$ cat src/rtl/segment_pkg.sv
// segment_pkg
//   Shared constants and types for the 7-segment observer. This package holds
//   the decimal segment patterns (bits a..g, with a in the MSB), the one-hot-low
//   common-select codes with the decimal point expected at each digit
//   position, and the capture FSM state type.
package segment_pkg;

  // Segment patterns {a,b,c,d,e,f,g} for the decimal digits
  localparam logic [6:0] SEG_0 = 7'h7E;
  localparam logic [6:0] SEG_1 = 7'h30;
  localparam logic [6:0] SEG_2 = 7'h6D;
  localparam logic [6:0] SEG_3 = 7'h79;
  localparam logic [6:0] SEG_4 = 7'h33;
  localparam logic [6:0] SEG_5 = 7'h5B;
  localparam logic [6:0] SEG_6 = 7'h5F;
  localparam logic [6:0] SEG_7 = 7'h70;
  localparam logic [6:0] SEG_8 = 7'h7F;
  localparam logic [6:0] SEG_9 = 7'h7B;

  // Common-select codes (one-hot-low); all-ones means the display is blanked
  localparam logic [3:0] COM_D0    = 4'b0111;
  localparam logic [3:0] COM_D1    = 4'b1011;
  localparam logic [3:0] COM_D2    = 4'b1101;
  localparam logic [3:0] COM_D3    = 4'b1110;
  localparam logic [3:0] COM_BLANK = 4'b1111;

  // Decimal point the driver shows at each digit position
  localparam logic DP_D0 = 1'b0;
  localparam logic DP_D1 = 1'b1;
  localparam logic DP_D2 = 1'b0;
  localparam logic DP_D3 = 1'b1;

  typedef enum logic {
    HUNT = 1'b0,
    CAPT = 1'b1
  } cap_state_t;

endpackage

$ cat src/rtl/segment_bcd.sv
// segment_bcd
//   Combinational decoder from a 7-segment pattern back to a BCD nibble. It is
//   the inverse of the display driver's encoder.
//   Ports:
//     pattern  in  7  segment bits {a,b,c,d,e,f,g}
//     nibble   out 4  decoded digit (0 when the pattern is not a digit)
//     valid    out 1  pattern is one of the ten decimal digits
module segment_bcd
  import segment_pkg::*;
(
  input  logic [6:0] pattern,
  output logic [3:0] nibble,
  output logic       valid
);

  always_comb begin
    nibble = 4'd0;
    valid  = 1'b1;
    case (pattern)
      SEG_0:   nibble = 4'd0;
      SEG_1:   nibble = 4'd1;
      SEG_2:   nibble = 4'd2;
      SEG_3:   nibble = 4'd3;
      SEG_4:   nibble = 4'd4;
      SEG_5:   nibble = 4'd5;
      SEG_6:   nibble = 4'd6;
      SEG_7:   nibble = 4'd7;
      SEG_8:   nibble = 4'd8;
      SEG_9:   nibble = 4'd9;
      default: valid  = 1'b0;
    endcase
  end

endmodule

$ cat src/rtl/segment_capture.sv
// segment_capture
//   Watches a multiplexed 4-digit 7-segment display bus and rebuilds the BCD
//   word that is being shown. It publishes the word once the same value has
//   been seen for STABLE_FRAMES complete frames in a row.
//   Parameters:
//     STABLE_FRAMES  identical consecutive frames needed before publishing (1..15)
//     CHECK_DOT      when set, the decimal point must match its position
//   Ports:
//     clk         in   1   system clock
//     reset       in   1   asynchronous, active-low
//     com         in   4   common-select lines, one-hot-low
//     arraydata   in   8   segment lines {a,b,c,d,e,f,g,dp}
//     data_out    out  16  last published word, digit0 in [15:12]
//     data_valid  out  1   one-cycle pulse when data_out is updated
//     locked      out  1   stream is currently stable
//     err         out  1   one-cycle pulse when a frame is aborted
module segment_capture
  import segment_pkg::*;
#(
  parameter int STABLE_FRAMES = 2,
  parameter bit CHECK_DOT     = 1'b1
) (
  input  logic        clk,
  input  logic        reset,
  input  logic [3:0]  com,
  input  logic [7:0]  arraydata,
  output logic [15:0] data_out,
  output logic        data_valid,
  output logic        locked,
  output logic        err
);

  localparam logic [3:0] STABLE_TGT = 4'(STABLE_FRAMES);

  logic [3:0]  com_q;
  logic [7:0]  data_q;

  logic [1:0]  pos;
  logic        exp_dp;
  logic        is_digit;
  logic        is_blank;
  logic        is_illegal;
  logic [3:0]  nibble;
  logic        pat_valid;
  logic        dp_ok;

  cap_state_t  state, state_n;
  logic [1:0]  exp_digit, exp_digit_n;
  logic [11:0] shadow, shadow_n;
  logic [3:0]  last_com, last_com_n;
  logic [7:0]  last_data, last_data_n;
  logic        done_q, done_n;
  logic [15:0] word_q, word_n;
  logic        abort;
  logic        err_n;

  logic [15:0] last_word;
  logic [3:0]  stable_cnt;

  // The bus is registered once so every decision looks at one consistent sample
  always_ff @(posedge clk or negedge reset) begin
    if (!reset) begin
      com_q  <= COM_BLANK;
      data_q <= 8'h00;
    end else begin
      com_q  <= com;
      data_q <= arraydata;
    end
  end

  // Map the sampled common lines to a digit position and its expected dp
  always_comb begin
    pos      = 2'd0;
    exp_dp   = 1'b0;
    is_digit = 1'b1;
    is_blank = 1'b0;
    case (com_q)
      COM_D0: begin pos = 2'd0; exp_dp = DP_D0; end
      COM_D1: begin pos = 2'd1; exp_dp = DP_D1; end
      COM_D2: begin pos = 2'd2; exp_dp = DP_D2; end
      COM_D3: begin pos = 2'd3; exp_dp = DP_D3; end
      COM_BLANK: begin
        is_digit = 1'b0;
        is_blank = 1'b1;
      end
      default: is_digit = 1'b0;
    endcase
  end

  assign is_illegal = !is_digit && !is_blank;
  assign dp_ok      = !CHECK_DOT || (data_q[0] == exp_dp);

  segment_bcd u_bcd (
    .pattern (data_q[7:1]),
    .nibble  (nibble),
    .valid   (pat_valid)
  );

  // Capture FSM registers; done_q/word_q hand a finished frame to the
  // stability stage one cycle later
  always_ff @(posedge clk or negedge reset) begin
    if (!reset) begin
      state     <= HUNT;
      exp_digit <= 2'd0;
      shadow    <= 12'h000;
      last_com  <= COM_BLANK;
      last_data <= 8'h00;
      done_q    <= 1'b0;
      word_q    <= 16'h0000;
      err       <= 1'b0;
    end else begin
      state     <= state_n;
      exp_digit <= exp_digit_n;
      shadow    <= shadow_n;
      last_com  <= last_com_n;
      last_data <= last_data_n;
      done_q    <= done_n;
      word_q    <= word_n;
      err       <= err_n;
    end
  end

  // Next-state logic. A repeat of the last accepted digit with identical
  // segments is the driver dwelling and is ignored; a repeat with different
  // segments means the bus changed under us and kills the frame.
  always_comb begin
    state_n     = state;
    exp_digit_n = exp_digit;
    shadow_n    = shadow;
    last_com_n  = last_com;
    last_data_n = last_data;
    done_n      = 1'b0;
    word_n      = word_q;
    abort       = 1'b0;
    err_n       = 1'b0;
    case (state)
      HUNT: begin
        if (is_illegal || (is_digit && !pat_valid)) begin
          err_n = 1'b1;
        end else if (is_digit && pos == 2'd0 && dp_ok) begin
          shadow_n    = {nibble, 8'h00};
          exp_digit_n = 2'd1;
          last_com_n  = com_q;
          last_data_n = data_q;
          state_n     = CAPT;
        end
      end
      CAPT: begin
        if (is_blank) begin
          state_n = CAPT;
        end else if (is_illegal) begin
          abort = 1'b1;
        end else if (com_q == last_com) begin
          abort = (data_q != last_data);
        end else if (!pat_valid || !dp_ok || pos != exp_digit) begin
          abort = 1'b1;
        end else begin
          last_com_n  = com_q;
          last_data_n = data_q;
          exp_digit_n = exp_digit + 2'd1;
          case (pos)
            2'd1: shadow_n[7:4] = nibble;
            2'd2: shadow_n[3:0] = nibble;
            default: begin
              done_n  = 1'b1;
              word_n  = {shadow, nibble};
              state_n = HUNT;
            end
          endcase
        end
        if (abort) begin
          err_n       = 1'b1;
          state_n     = HUNT;
          exp_digit_n = 2'd0;
          shadow_n    = 12'h000;
        end
      end
      default: state_n = HUNT;
    endcase
  end

  // Stability tracking: count identical completed frames and publish on the
  // completion that first reaches the target count
  always_ff @(posedge clk or negedge reset) begin
    if (!reset) begin
      data_out   <= 16'h0000;
      data_valid <= 1'b0;
      locked     <= 1'b0;
      last_word  <= 16'h0000;
      stable_cnt <= 4'd0;
    end else begin
      data_valid <= 1'b0;
      if (abort) begin
        stable_cnt <= 4'd0;
        locked     <= 1'b0;
      end else if (done_q) begin
        if (word_q == last_word) begin
          if (stable_cnt < STABLE_TGT) begin
            stable_cnt <= stable_cnt + 4'd1;
            if (stable_cnt + 4'd1 == STABLE_TGT) begin
              data_out   <= word_q;
              data_valid <= 1'b1;
              locked     <= 1'b1;
            end
          end
        end else begin
          last_word  <= word_q;
          stable_cnt <= 4'd1;
          if (STABLE_TGT == 4'd1) begin
            data_out   <= word_q;
            data_valid <= 1'b1;
            locked     <= 1'b1;
          end else begin
            locked <= 1'b0;
          end
        end
      end
    end
  end

endmodule
$ cat config.mk
export PLATFORM = sky130hd
export DESIGN_NAME = segment_capture
export DESIGN_NICKNAME = d
export VERILOG_FILES = /design/src/rtl/segment_pkg.sv /design/src/rtl/segment_bcd.sv /design/src/rtl/segment_capture.sv
export SDC_FILE = /design/constraint.sdc
export NUM_CORES = 1
export LEC_CHECK = 0
export BUFFER_PORTS_ARGS = -buffer_cell sky130_fd_sc_hd__buf_2
export CAP_MARGIN = 20
export CELL_PAD_IN_SITES_DETAIL_PLACEMENT = 2
export CELL_PAD_IN_SITES_GLOBAL_PLACEMENT = 2
export CORE_MARGIN = 2
export CORE_UTILIZATION = 40
export DETAILED_ROUTE_END_ITERATION = 10
export PLACE_DENSITY_LB_ADDON = 0.2
export SYNTH_ARGS = -nofsm -noshare
export SYNTH_HDL_FRONTEND = slang
export SYNTH_SLANG_ARGS = --single-unit
export TNS_END_PERCENT = 50
$ cat constraint.sdc
create_clock -name clk -period 5.2 [get_ports clk]
set_input_delay 0 -clock clk [delete_from_list [all_inputs] [get_ports clk]]
set_output_delay 0 -clock clk [all_outputs]
set_load 0.005 [all_outputs]
Word-level counts from Yosys, hierarchy flattened:

Index checks and enable logic that the tools add are counted.

* bits of input ports: 14
* memory bits (writable): 0
* bits in latches: 0
* memory bits (read-only): 0
* memories: 0
* output and inout port bits: 19
* register bits after elaboration: 95

* add/subtract/negate cells: 2
* equal/unequal tests: 38
* bitwise logic cells: 8
* magnitude comparators: 1
* shift-type cells: 0
* divide/modulo/power cells: 0
* multiplexer cells: 76
* $mul: 0
* reduce and logical (&&, ||, !) cells: 27

Operators by type and width (count)
* 8-bit two-way mux: 10
* 7-bit == test (second input constant): 8
* 4-bit two-way mux: 12
* 1-bit two-way mux: 36
* 12-bit two-way mux: 3
* 4-bit case mux with 9 select lines: 1
* 12-bit case mux with 2 select lines: 1
* 3-bit by 2-bit inequality test with 1-bit output (second input constant): 6
* 6-bit AND reduction: 3
* 16-bit == test: 1
* 4-bit == test (second input constant): 4
* 8-bit case mux with 2 select lines: 1
* 7-bit by 6-bit == test with 1-bit output (second input constant): 2
* 2-bit two-way mux: 7
* 7-bit AND reduction: 2
* 2-bit inequality test (second input constant): 6
* 10-bit OR reduction: 1
* 3-bit AND reduction: 3
* 8-bit inequality test: 1
* 1-bit inverter: 8
* 4-bit case mux with 2 select lines: 1
* 3-bit by 1-bit inequality test with 1-bit output (second input constant): 2
* 2-bit case mux with 3 select lines: 1
* 5-bit AND reduction: 1
* 21 further kinds: 31

Logic depth before layout (Yosys ltp):

* depth in word-level cells: 15
* gate-level depth with buffers: 10

By module:

Synthesis repeated with hierarchy kept, for this count alone.

* cell total of the unflattened synthesis: 330
* area total of the unflattened synthesis: 4310.4 µm²

Modules (own cells, without submodules)
* segment_capture: cells an instance 306, area each 4141.5 µm², times used 1
* segment_bcd: cells an instance 24, area each 168.9 µm², times used 1

Worst setup path before layout:

No wires, ideal clock.

* kind: register to register
* from: reg com_q[0]
* to: reg last_word[10]
* setup slack: 2378 ps
* data arrival time: 2698 ps
* data required time: 5075 ps
* clock period less this slack: 2822 ps
* path buffers: 2
* cell stages (with the launch flop): 9
* path through: dfstp_2 buf_4 xor2_1 a211o_1 a221o_1 or3_1 a21oi_2 buf_4 mux2_2

* word-level cells in the longest chain between the ends: 15
* elaborated cells between the ends (all ways): 28

RTL lines
* from (decl): line segment_capture.sv:35 `logic [3:0] com_q;`
* from (signal assigned): line segment_capture.sv:66 `com_q <= com;`
* 4-bit == test: line segment_capture.sv:77 `case (com_q)`
* 2-bit OR reduction (no source line)
* 1-bit two-way mux: line segment_capture.sv:77
* 1-bit == test: line segment_capture.sv:91 `assign dp_ok = !CHECK_DOT || (data_q[0] == exp_dp);`
* 1-bit zero test: line segment_capture.sv:155 `end else if (!pat_valid || !dp_ok || pos != exp_digit) begin`
* 1-bit logical OR (2 in a row): line segment_capture.sv:155
* 1-bit two-way mux: line segment_capture.sv:155
* 1-bit two-way mux: line segment_capture.sv:153 `end else if (com_q == last_com) begin`
* 1-bit two-way mux: line segment_capture.sv:151 `end else if (is_illegal) begin`
* 1-bit two-way mux (*): line segment_capture.sv:149 `if (is_blank) begin`
* 1-bit two-way mux (*) (2 in a row): line segment_capture.sv:136 `case (state)`
* 1-bit inverter (no source line) (*)
* 3-bit AND reduction (no source line) (*)
* to (signal assigned): line segment_capture.sv:207 `last_word <= word_q;`
* to (decl): line segment_capture.sv:57 `logic [15:0] last_word;`

Mark *: on every way between the ends. The rest lies on a longest branch, timed or not. The select of a mux whose other input is x is not followed.
A chain may end at the register's enable or synchronous reset.

Final worst setup path:

* from: reg com_q[0]
* to: reg word_q[15]

* word-level cells in the longest chain between the ends: 9
* elaborated cells between the ends (all ways): 29

RTL lines
* 4-bit == test: line segment_capture.sv:77
* 2-bit OR reduction (no source line)
* 1-bit two-way mux: line segment_capture.sv:77
* 1-bit == test: line segment_capture.sv:91
* 1-bit zero test: line segment_capture.sv:155
* 1-bit logical OR (2 in a row): line segment_capture.sv:155
* 1-bit inverter (no source line)
* 6-bit AND reduction (no source line) (*)
* to (signal assigned): line segment_capture.sv:118 `word_q <= word_n;`
* to (decl): line segment_capture.sv:53 `logic [15:0] word_q, word_n;`

Mark *: on every way between the ends. The rest lies on a longest branch, timed or not.

==> results.yml <==
clock_tree:
  cts_buffer_depth: 2
  postCtsResizedCells: 0
  clkLatencyLatePin_ns: 0.39
  cts_tree: "built"
  clock-root-buffer: "clkbuf_8"
  clkSinkCount: 95
  clkTransAtPathRegs_ns: 0.09
  post_cts_buffers: 0
  cts_buffers: 9
  htree_levels: 3
finish:
  fin_cells: 545
  nNetsFinal: 419
  area_growth_pct: 12.9
  antennaDiodeCount: 0
  postLayoutCellArea_um2: 4980
  fin_util_pct: 46.1
  drive_above_1_share_pct: 28.6
worst_setup_path:
  cp-start-kind: "flip-flop"
  cp-end-kind: "flip-flop"
  slowest_stage: "or3_1"
  rr_worst_depth: 6
  crit_fanout: 16
  r2r_start: "com_q[0]"
  required_ns: 5.47
  max_stage_delay_ns: 0.72
  regToRegSetupSlack_ns: 2.01
  crit_chain: "xor2_1, a211o_1, a221o_1, or3b_1, or3_1, mux2_4"
  crit_type: "flip-flop to flip-flop"
  cp_data_arrival_time_ns: 3.46
  r2r_end: "word_q[15]"
grt:
  antenna_found_initial: 0
  grt_max_degree: 51
  grt_usage_pct: 18.8
  grt_pass1_wl_um: 16700
  grt.overflow.total: 0
  grt_pass1_vias: 3163
sta:
  timing.setup.tns_ns: 0
  relSlewSlack_pct: 37.6
  fin_crit_sh_pct: 61.4
  period_minus_slack_ns: 3.19
  hold_viol: 0
  max_freq_mhz: 313
  worst_pin_slew_ns: 0.936
  rsz0062_at_grt: "false"
  maxSlewViolCount: 0
  setup_viol: 0
  fin_skew_ns: 0.0144
place:
  place_congestion: 0.801
  port_buffers: 32
  hpwl_um: 6800
  place_inst: 515
  placed_area_um2: 4660
logic_synthesis:
  syn_area_per_cell_um2: 12.3
  synthArstFlopShare_pct: 100
  synth_fp_nets: 378
  synth-edff-count: 0
  ys_types: 48
  synth-seq-cells: 95
  synthFlopType: "dfrtp_1"
  syn_inst: 359
  syn_area_um2: 4410
  synth-seq-area-share_pct: 54.1
  ys_warn_count: 0
die:
  die_h_um: 109
  num_rows: 38
  start_util_pct: 40.9
  die_w_um: 109
  die-area_um2: 11900
  io_pins: 33
  core-area_um2: 10800
power_and_ir_drop:
  leakage_nw: 2.50
  power_w: 0.00136
  cellPowerDensity_nw_per_um2: 273
  vdd_ir_drop_max_uv: 156
detailed_routing:
  firstDrtPassIters: 4
  routed_wl_um: 9960
  ant_nets: 0
  dr.first_iter.drc_count: 92
  post_drt_wl_per_cell_um: 18.3
  drcViolationCount: 0
  avgViaCountPerCell: 5.25
  vias: 2861
worst_hold_path:
  hp-class: "input port to async pin"
job:
  drv_cap: 0
outcome:
  outcome: "completed"
[per-stage QoR]
stage / hold WS [ns] / setup slack [ns]
2_1_floorplan: -0.296 / 2.38
3_3_place_gp: 0.0566 / 1.88
3_5_place_dp: 0.0613 / 1.83
4_1_cts: 0.175 / 1.84
5_1_grt: 0.208 / 1.88
6_report: 0.149 / 2.01
[cell families (layout without fill, tap and decap cells)]
family                   after synthesis  in the layout  synth area share (%)
AND/OR/NAND/NOR                       81             81                  10.0
multiplexers                          61             61                  16.2
AO/OA/AOI/OAI                         50             50                  8.00
XOR/XNOR                              32             32                  6.35
buffers and inverters                 35             81                  3.86
flip-flops                            95             95                  54.1
adder cells (fa/ha/maj)                5              5                  1.42
[power breakdown]
part | switching, W | internal, W
Combinational | 0.0000507 | 0.0000498
Clock | 0.000269 | 0.000189
Sequential | 0.0000291 | 0.000770
[cell type report]
class	instances	area, um^2
Sequential cell	95	2390
Tap cell	140	175
Inverter	17	63.8
Clock buffer	12	145
Fill cell	1089	5820
Multi-Input combinational cell	229	1850
Clock inverter	4	30.0
Timing Repair Buffer	48	323
[critical path: cells and delay by family, from the launching register on]
kind | cells | cell delay (ns)
AO/OA/AOI/OAI | 2 | 0.72
XOR/XNOR | 1 | 0.14
flip-flops | 1 | 0.65
multiplexers | 1 | 0.44
AND/OR/NAND/NOR | 2 | 1.13
[how the worst max path moves through the flow]
stage,start,to,slack [ns],depth (start not counted)
global placement,com_q[2],last_data[3],1.88,6
CTS,com_q[0],last_word[13],1.84,6
floorplan,com_q[0],last_word[10],2.38,8
global route,com_q[0],last_data[5],1.88,7
finish,com_q[0],word_q[15],2.01,6
detailed placement,data_q[5],last_word[13],1.83,6
[cells in the final DEF, fill, tap and decap left out, types with 6 or more instances in the layout]
| master | Yosys | routed |
|---|---|---|
| mux2_2 | 49 | 49 |
| o22ai_1 | 9 | 9 |
| nand2_1 | 20 | 20 |
| nand2b_1 | 8 | 8 |
| a21oi_1 | 6 | 6 |
| nor2_1 | 10 | 10 |
| mux2_4 | 8 | 8 |
| dfrtp_1 | 87 | 87 |
| o21ai_0 | 10 | 10 |
| dfstp_2 | 8 | 8 |
| buf_2 | 3 | 31 |
| inv_1 | 17 | 17 |
| nand3_1 | 7 | 7 |
| dlygate4sd3_1 | 0 | 13 |
| nor4_1 | 8 | 8 |
| xor2_1 | 30 | 30 |
| clkbuf_8 | 0 | 10 |
[Yosys cell counts, drive strengths merged (3+ instances only)]
| cell type | count | area share, % |
|---|---|---|
| o21ai | 10 | 1.1 |
| xor2 | 30 | 6.0 |
| nand4 | 3 | 0.43 |
| o22ai | 9 | 1.3 |
| nor3 | 5 | 0.57 |
| nor2 | 10 | 0.85 |
| nand2 | 20 | 1.7 |
| dfstp | 8 | 4.8 |
| nor4 | 8 | 1.1 |
| and2 | 4 | 0.57 |
| o2111ai | 3 | 0.60 |
| a21boi | 4 | 0.68 |
| nand3 | 7 | 0.79 |
| inv | 17 | 1.4 |
| buf | 9 | 1.6 |
| o32ai | 4 | 0.79 |
| nand2b | 8 | 1.1 |
| dfrtp | 87 | 49 |
| ha | 5 | 1.4 |
| and3 | 4 | 0.57 |
| clkbuf | 9 | 0.79 |
| a21oi | 8 | 1.2 |
| mux2 | 59 | 16 |
[flip-flops by register name (all words and copies together), names as in the netlist]
signal and count:
com_q 4, data_out 16, data_q 8, data_valid 1, done_q 1, err 1
exp_digit 2, last_com 4, last_data 8, last_word 16, locked 1, shadow 12
stable_cnt 4, state 1, word_q 16
[layer usage]
metal	share of wire, %	vias up	global-route usage [%]	routed length [um]
met5	0	-	0	0
met4	1.8	0	8.24	179
met3	2.1	13	3.05	209
met2	51	32	33.1	5100
met1	45	1471	22.5	4480
li1	-	1345	-	-
[timing repair]
| action | 4_1_cts | 5_1_grt |
|---|---|---|
| endpoints found under the hold margin | 49 | 0 |
| setup endpoints to repair | 0 | 0 |
| hold buffers | 13 | 0 |
No activity file was read; power rests on OpenSTA's default activity.
